## config.mk

```make
export PLATFORM = sky130hd
export DESIGN_NAME = control_sequencer
export DESIGN_NICKNAME = d
export VERILOG_FILES = /design/src/rtl/ctl_pkg.sv /design/src/rtl/irq_arbiter.sv /design/src/rtl/control_sequencer.sv
export SDC_FILE = /design/constraint.sdc
export NUM_CORES = 1
export LEC_CHECK = 0
export BUFFER_PORTS_ARGS = -buffer_cell sky130_fd_sc_hd__buf_4
export CAP_MARGIN = 30
export CORE_MARGIN = 3
export CORE_UTILIZATION = 44
export DETAILED_ROUTE_END_ITERATION = 10
export PLACE_DENSITY = 0.81
export SLEW_MARGIN = 25
export SYNTH_ARGS = -nofsm -noshare
export SYNTH_HDL_FRONTEND = slang
export SYNTH_SLANG_ARGS = --single-unit
```

## constraint.sdc

```tcl
create_clock -name mem_clock -period 2.1 [get_ports mem_clock]
set_clock_uncertainty 0.15 [all_clocks]
set_input_delay 0.105 -clock mem_clock [delete_from_list [all_inputs] [get_ports mem_clock]]
set_output_delay 0.105 -clock mem_clock [all_outputs]
set_load 0.05 [all_outputs]
```

## src/rtl/ctl_pkg.sv

```systemverilog
// Shared encodings, FSM state type and control-word decode for control_sequencer.
package ctl_pkg;

  localparam logic [1:0] PC_ADD  = 2'd0;
  localparam logic [1:0] PC_WREG = 2'd1;
  localparam logic [1:0] PC_LIT  = 2'd2;
  localparam logic [1:0] PC_SAVE = 2'd3;

  localparam logic [1:0] W_ALU  = 2'd0;
  localparam logic [1:0] W_MEM  = 2'd1;
  localparam logic [1:0] W_LIT  = 2'd2;
  localparam logic [1:0] W_WREG = 2'd3;

  localparam logic [3:0] ALU_ROTL      = 4'h0;
  localparam logic [3:0] ALU_ROTR      = 4'h1;
  localparam logic [3:0] ALU_ADD       = 4'h2;
  localparam logic [3:0] ALU_SUB       = 4'h3;
  localparam logic [3:0] ALU_AND       = 4'h4;
  localparam logic [3:0] ALU_OR        = 4'h5;
  localparam logic [3:0] ALU_XOR       = 4'h6;
  localparam logic [3:0] ALU_ZEROT     = 4'h7;
  localparam logic [3:0] ALU_PCZERO    = 4'h8;
  localparam logic [3:0] ALU_PCZEROBAR = 4'h9;
  localparam logic [3:0] ALU_NOP       = 4'hA;

  // opcode[4:1] groups with sequencing side effects
  localparam logic [3:0] G_WFI = 4'hE;
  localparam logic [3:0] G_RFI = 4'hF;

  typedef enum logic [1:0] {ST_RUN, ST_WAIT, ST_ENTRY, ST_ISR} state_t;

  typedef struct packed {
    logic [1:0] pc_mux;
    logic [1:0] w_mux;
    logic       mem_write;
    logic [3:0] alu_op;
  } ctl_word_t;

  localparam ctl_word_t CTL_NOP = '{PC_ADD, W_WREG, 1'b0, ALU_NOP};

  // Opcode -> control word; anything not overridden keeps the NOP fields.
  function automatic ctl_word_t decode(input logic [4:0] op);
    logic [3:0] g;
    logic       b;
    ctl_word_t  w;
    g = op[4:1];
    b = op[0];
    w = CTL_NOP;
    case (g)
      4'h0: begin
        w.w_mux     = b ? W_WREG : W_MEM;
        w.mem_write = b;
        w.alu_op    = ALU_ZEROT;
      end
      4'h1: w.mem_write = 1'b1;
      4'h2: w.w_mux = W_LIT;
      4'h3, 4'h4, 4'h5, 4'h6, 4'h7, 4'h8, 4'h9: begin
        w.w_mux     = b ? W_WREG : W_ALU;
        w.mem_write = b;
        case (g)
          4'h3:    w.alu_op = ALU_ROTL;
          4'h4:    w.alu_op = ALU_ROTR;
          4'h5:    w.alu_op = ALU_AND;
          4'h6:    w.alu_op = ALU_OR;
          4'h7:    w.alu_op = ALU_XOR;
          4'h8:    w.alu_op = ALU_ADD;
          default: w.alu_op = ALU_SUB;
        endcase
      end
      4'hA: w.alu_op = ALU_PCZERO;
      4'hB: w.alu_op = ALU_PCZEROBAR;
      4'hC: w.pc_mux = PC_LIT;
      4'hD: w.pc_mux = PC_WREG;
      default: w.pc_mux = PC_SAVE;  // wfi / rfi
    endcase
    return w;
  endfunction

endpackage

```

## src/rtl/irq_arbiter.sv

```systemverilog
// Picks one pending interrupt; fixed lowest-index or round-robin after last ack.
module irq_arbiter #(
  parameter int NUM_IRQ     = 4,
  parameter int RR_PRIORITY = 0,
  localparam int IW = (NUM_IRQ > 1) ? $clog2(NUM_IRQ) : 1
) (
  input  logic               clk,
  input  logic               reset,
  input  logic [NUM_IRQ-1:0] pending,
  input  logic               ack,
  output logic [NUM_IRQ-1:0] grant,
  output logic [IW-1:0]      grant_id
);

  logic [IW-1:0] ptr;

  // scan from just past the pointer (round-robin) or from line 0 (fixed)
  always_comb begin
    int   base;
    int   j;
    logic found;
    grant    = '0;
    grant_id = '0;
    found    = 1'b0;
    base     = (RR_PRIORITY != 0) ? int'(ptr) + 1 : 0;
    j        = 0;
    for (int k = 0; k < NUM_IRQ; k++) begin
      j = base + k;
      if (j >= NUM_IRQ) j = j - NUM_IRQ;
      if (!found && pending[j]) begin
        found    = 1'b1;
        grant[j] = 1'b1;
        grant_id = IW'(j);
      end
    end
  end

  // pointer only moves when an interrupt is actually acknowledged
  always_ff @(posedge clk) begin
    if (reset)                ptr <= IW'(NUM_IRQ - 1);
    else if (ack && |pending) ptr <= grant_id;
  end

endmodule

```

## src/rtl/control_sequencer.sv

```systemverilog
// Registered decoder with wfi/rfi sequencing and interrupt entry.
module control_sequencer
  import ctl_pkg::*;
#(
  parameter int NUM_IRQ     = 4,
  parameter int RR_PRIORITY = 0,
  localparam int IW = (NUM_IRQ > 1) ? $clog2(NUM_IRQ) : 1
) (
  input  logic               mem_clock,
  input  logic               reset,
  input  logic               instr_valid,
  input  logic [4:0]         opcode,
  output logic               instr_ready,
  input  logic [NUM_IRQ-1:0] irq,
  input  logic [NUM_IRQ-1:0] irq_enable,
  output logic               ctl_valid,
  output logic [1:0]         pc_mux,
  output logic [1:0]         w_mux,
  output logic               mem_write,
  output logic [3:0]         alu_op,
  output logic               save_pc,
  output logic               restore_pc,
  output logic               vector_valid,
  output logic [IW-1:0]      vector_id,
  output logic [NUM_IRQ-1:0] irq_ack,
  output logic               in_isr,
  output logic               illegal
);

  state_t             state, state_n;
  logic [NUM_IRQ-1:0] pending, pend_q, grant;
  logic [IW-1:0]      grant_id;
  ctl_word_t          word_q;
  logic               vld_q, restore_q, illegal_q;
  logic               any_pend, accept, is_wfi, is_rfi, taking;

  assign pending     = irq & irq_enable;
  assign any_pend    = |pending;
  // pending interrupt in RUN blocks fetch so the offered opcode is held, not dropped
  assign instr_ready = (state == ST_RUN && !any_pend) || state == ST_ISR;
  assign accept      = instr_valid && instr_ready;
  assign is_wfi      = opcode[4:1] == G_WFI;
  assign is_rfi      = opcode[4:1] == G_RFI;
  assign taking      = state == ST_ENTRY;
  assign in_isr      = state == ST_ISR;

  irq_arbiter #(.NUM_IRQ(NUM_IRQ), .RR_PRIORITY(RR_PRIORITY)) u_arb (
    .clk      (mem_clock),
    .reset    (reset),
    .pending  (pend_q),
    .ack      (taking),
    .grant    (grant),
    .grant_id (grant_id)
  );

  // next-state: interrupts ignored inside the ISR (no nesting)
  always_comb begin
    state_n = state;
    case (state)
      ST_RUN: begin
        if (any_pend)              state_n = ST_ENTRY;
        else if (accept && is_wfi) state_n = ST_WAIT;
      end
      ST_WAIT:  if (any_pend) state_n = ST_ENTRY;
      ST_ENTRY: state_n = ST_ISR;
      ST_ISR:   if (accept && is_rfi) state_n = ST_RUN;
      default:  state_n = ST_RUN;
    endcase
  end

  // state register; snapshot the pending vector on the way into ENTRY
  always_ff @(posedge mem_clock) begin
    if (reset) begin
      state  <= ST_RUN;
      pend_q <= '0;
    end else begin
      state <= state_n;
      if (state_n == ST_ENTRY) pend_q <= pending;
    end
  end

  // one-cycle-latency control word for each accepted opcode
  always_ff @(posedge mem_clock) begin
    if (reset) begin
      vld_q     <= 1'b0;
      word_q    <= CTL_NOP;
      restore_q <= 1'b0;
      illegal_q <= 1'b0;
    end else begin
      vld_q     <= accept;
      word_q    <= accept ? decode(opcode) : CTL_NOP;
      restore_q <= accept && is_rfi && state == ST_ISR;
      illegal_q <= accept && is_rfi && state == ST_RUN;
    end
  end

  // output mux: ENTRY owns the bus (nothing was accepted the cycle before)
  always_comb begin
    ctl_valid                           = vld_q;
    {pc_mux, w_mux, mem_write, alu_op}  = word_q;
    save_pc                             = 1'b0;
    restore_pc                          = restore_q;
    illegal                             = illegal_q;
    vector_valid                        = 1'b0;
    vector_id                           = '0;
    irq_ack                             = '0;
    if (taking) begin
      ctl_valid    = 1'b1;
      pc_mux       = PC_SAVE;
      w_mux        = W_WREG;
      mem_write    = 1'b0;
      alu_op       = ALU_NOP;
      save_pc      = 1'b1;
      vector_valid = 1'b1;
      vector_id    = grant_id;
      irq_ack      = grant;
    end
  end

endmodule
```

**Word-level counts from Yosys, hierarchy flattened**

Index checks and enable logic that the tools add are counted.

- Register bits after elaboration: 18
- Bits of input ports: 16
- Output and inout port bits: 22

- Equality and inequality tests: 19
- Mux-type cells: 29
- Bitwise gates (word level): 2
- Reductions and logical operators: 21

Operators by type and width:

| kind | number |
|---|---|
| 4-bit == test (second input constant) | 8 |
| 2-bit two-way mux | 11 |
| 3-bit case mux with 6 select lines | 1 |
| 4-bit by 3-bit == test with 1-bit output (second input constant) | 4 |
| 4-bit case mux with 4 select lines | 1 |
| 2-bit case mux with 3 select lines | 2 |
| 12-bit OR reduction | 1 |
| 1-bit two-way mux | 10 |
| 1-bit logical AND | 9 |
| 4-bit by 2-bit == test with 1-bit output (second input constant) | 2 |
| 4-bit two-way mux | 2 |
| 2-bit case mux with 4 select lines | 1 |
| 8-bit OR reduction | 1 |
| 7-bit OR reduction | 1 |
| 2-bit == test (second input constant) | 3 |
| 4-bit AND | 1 |
| 4-bit by 1-bit == test with 1-bit output (second input constant) | 1 |
| 1-bit logical NOT | 4 |
| 4-bit logical NOT | 1 |
| 4-bit OR reduction | 1 |
| 2-bit by 1-bit == test with 1-bit output (second input constant) | 1 |
| 2-bit logical NOT | 1 |
| 1-bit case mux with 2 select lines | 1 |
| 2-bit OR reduction | 1 |
| other kinds (2) | 2 |

**Depth between registers and ports, before layout**

- Word-level depth: 11
- Depth in mapped cells: 5

**Modules after synthesis**

Synthesis repeated with hierarchy kept, for this count alone.

- Cells, all modules: 116
- Area, all modules: 978.4 µm²

By module, submodules not included:

| module | instances | cells each | area an instance (µm²) | sequential area each (µm²) |
|---|---|---|---|---|
| control_sequencer | 1 | 107 | 914.6 | 360.3 |
| irq_arbiter | 1 | 9 | 63.8 | 0.0 |

**Worst setup path before layout**

No wires, ideal clock.

- Kind: reg-to-output
- Start point: register state[0]
- End point: output port vector_id[1]
- Arrival time: 2713 ps
- Required time: 1845 ps
- Slack: -868 ps
- Stages on the path, launching flop included: 4
- Buffers on the path: 0
- Path through: dfxtp_1 > nand2b_4 > nor4b_1 > or2_2

- Cells in the longest elaborated chain, start to end: 2

Ends and longest elaborated chain:

| item | RTL line | source |
|---|---|---|
| start, declared | control_sequencer.sv:30 | `state_t state, state_n;` |
| start signal, assigned | control_sequencer.sv:77 | `state <= state_n;` |
| 2-bit == test | control_sequencer.sv:44 | `assign taking = state == ST_ENTRY;` |
| 2-bit two-way mux | control_sequencer.sv:107 | `if (taking) begin` |
| end, declared | control_sequencer.sv:24 | `output logic [IW-1:0] vector_id,` |

No other way between the ends.

**Worst setup path after layout**

- Start point: input port irq_enable[3]
- End point: output port instr_ready

- Cells in the longest elaborated chain, start to end: 5

Ends and longest elaborated chain:

| item | RTL line | source |
|---|---|---|
| start, declared | control_sequencer.sv:15 | `input logic [NUM_IRQ-1:0] irq_enable,` |
| 4-bit AND | control_sequencer.sv:37 | `assign pending = irq & irq_enable;` |
| 4-bit OR reduction | control_sequencer.sv:38 | `assign any_pend = \|pending;` |
| 1-bit logical NOT | control_sequencer.sv:40 | `assign instr_ready = (state == ST_RUN && !any_pend) \|\| state == ST_ISR;` |
| 1-bit logical AND | control_sequencer.sv:40 |  |
| 1-bit logical OR | control_sequencer.sv:40 |  |
| end, declared | control_sequencer.sv:13 | `output logic instr_ready,` |

No other way between the ends.

==> results by group <==
Worst setup path
  • Crit path from: irq_enable[3]
  • WS Path Type: input port to primary output
  • Critical Path Source Type: input port
  • Worst-path maximum fanout: 3
  • Worst R2R Start: state[1]
  • Worst Path Arrival: 1730 ps
  • CP endpoint kind: primary output
  • WP data required: 1850 ps

Synth
  • Yosys reg bits: 18
  • Post-Syn Area: 953 µm²
  • Top FF cell, synth: dfxtp_1
  • Post-Synth Adder-Cell Area: 0%
  • Post-synthesis net count: 125
  • Largest family of logic cells by synthesized area: simple AND/OR/NAND/NOR gates
  • Post-Synth Simple-Gate Area: 37.0%
  • Synthesized instance count: 109
  • Ys async rst share: 0%
  • Cell variety after synth: 39
  • Post-synth EDFFs: 0
  • Post-Synth XOR/XNOR Area: 0.919%
  • Syn. warnings: 0
  • Synth Area in Compound Gates: 17.3%
  • Syn Area/Cell: 8.75 µm²
  • Fraction of synthesized area in multiplexers: 0%
  • Post-synthesis sequential area ratio: 37.8%

Route
  • Post-detailed-route count of antenna-violating nets: 0
  • DRT iter0 DRCs: 15
  • DR vias: 961
  • Vias/cell: 5.14
  • DRC errors left: 0
  • Wirelength per Cell: 13.3 µm
  • First-pass iteration count of the detailed router: 4
  • DRT Wirelength: 2480 µm

Timing
  • Final WS setup: 115 ps
  • RSZ-0062 raised after global routing: no
  • Fmax: 504 MHz
  • Max-Slew Margin vs Limit: 69.0%
  • Final min period: 1990 ps
  • Max-slew violations: 0
  • Final TNS setup: 0 ps
  • Hold_ws: 12.4 ps
  • Worst-margin pin slew: 466 ps
  • Final period util: 94.5%
  • Final setup fails: 0
  • Final hold viol count: 0

Final layout
  • Inserted Diodes: 0
  • Share of cells above drive strength 1: 38.8%
  • Final cell count without fillers: 187
  • Layout area overhead: 52.5%
  • Final instance area: 1450 µm²
  • Post-layout net count: 177
  • Fillcell total: 154

Clocking
  • CTS H-tree depth: 1
  • Clock tree sinks: 18
  • Clk_lat worst skew: 290 ps
  • Total CTS buffers: 3
  • CTS tree: done
  • Clk buf depth: 2
  • Clock slew at reported path FFs: 100 ps
  • Root Driver: clkbuf_4

Placement
  • Placed inst area: 1260 µm²
  • Dpl hpwl: 1560 µm
  • GP Congestion: 0.848
  • Setup WS pre-CTS: 414 ps
  • IO buf count: 37
  • Cell count after placement: 166

Worst hold path
  • Min-delay worst type: input port to flop
  • Worst hold path startpoint: opcode[2]

Floorplanning
  • # IOs: 38
  • Die width: 52.6 µm
  • Die Footprint: 2760 µm²
  • Effective utilization at floorplan: 47.6%
  • DIE HEIGHT: 52.6 µm
  • # rows: 16
  • Core area: 2000 µm²

Pwr
  • Cell area power density: 573 nW/µm²
  • Lkg Pwr: 0.623 nW
  • Max VDD drop: 0.325 mV

Run
  • Max-Cap Viols: 0

Global routing
  • Global-route wire length before repair: 3710 µm
  • Vias in the first global route: 866
  • GRT Util Overall: 18.3%
  • Largest net degree at the start of global routing: 15
  • Initial antenna violation count: 0
  • Global route overflow: 0

Status
  • Status: completed
-- area by class of cell --
cell class	count	area (µm²)	share of cell area, %
inverter	7	26.3	1.81
timing repair buffer	54	438	30.1
tap	27	33.8	2.32
clock buffer	4	36.3	2.50
sequential	18	362	24.9
multi-input combinational	77	558	38.4
-- per-layer routing --
metal	GRT usage (%)	routed length [µm]	up-vias
met5	0	0	-
met2	31.6	1280	27
li1	-	-	482
met3	4.56	118	6
met4	9.36	41	0
met1	20.6	1040	446
-- worst max-delay path, stage by stage --
cell and delay [ps]:
dlygate4sd3_1 550, buf_4 150, a22oi_1 380, nand2_1 170, o21ai_1 160, buf_4 210
-- where the power goes --
group	switching (mW)	internal, mW	total, mW	leakage [nW]
logic	0.154	0.103	0.257	0.455
clock network	0.103	0.106	0.209	0.0210
registers	0.0149	0.353	0.368	0.147
-- worst paths after layout --
path / end / slack, ps / cells past startpoint
hold / removal: word_q[8] / 10 / 3
hold reg to reg: pend_q[2] / 370 / 2
setup reg to reg: pend_q[2] / 570 / 3
setup / recovery: instr_ready / 110 / 6
-- placed cells by master (no fill, tap or decap), types with 2 or more instances in the layout --
master and instances:
o21ai_0 7, dfxtp_1 17, or2_2 3, nand3b_1 2, nand2_1 7, clkbuf_4 3, nor3_1 4, a22oi_1 2
buf_4 41, nand4b_1 4, nand2b_1 8, and2_1 5, dlygate4sd3_1 13, nor4b_4 2, a21oi_1 7, nor2_1 5
inv_1 6
-- metrics by stage --
step | utilization, % | power (mW)
global placement | 62.7 | 0.594
finish | 72.6 | 0.834
floorplan | - | 0.534
CTS | 71.1 | 0.821
detailed placement | 62.7 | 0.600
global route | 72.6 | 0.869
-- timing repair --
action / CTS / global route
gates resized for setup: 0 / 1
hold endpoints to repair: 10 / 0
buffers inserted: 0 / 4
endpoints found under the setup margin: 0 / 2
hold buffers: 13 / 0
-- sequential cells by signal, summed over array words and instances, names as in the netlist --
register / cells
illegal: 1
pend_q: 4
restore_pc: 1
state: 2
vld_q: 1
word_q: 9
-- cell usage after synthesis, types with 2 or more instances --
cell / n / share of area (%)
nor3_1: 4 / 2.1
and2_1: 5 / 3.3
nor4_1: 2 / 1.3
a22oi_1: 2 / 1.6
dfxtp_1: 18 / 38
nand3b_1: 2 / 1.6
nand2_1: 7 / 2.8
o21ai_0: 8 / 4.2
a21oi_1: 7 / 3.7
nand4b_1: 4 / 3.7
nand2b_1: 8 / 5.2
buf_2: 2 / 1.0
inv_1: 6 / 2.4
clkbuf_1: 3 / 1.2
or2_2: 3 / 2.0
nor2_1: 5 / 2.0
-- logic make-up (layout without fill, tap and decap cells) --
group | Yosys count | in the layout
DFF | 18 | 18
xor gates and xnor gates | 1 | 1
buffers and inverters | 14 | 65
AOI/OAI and AO/OA | 24 | 24
and+or+nand+nor | 52 | 52
Power figures use the tool's default switching activity.
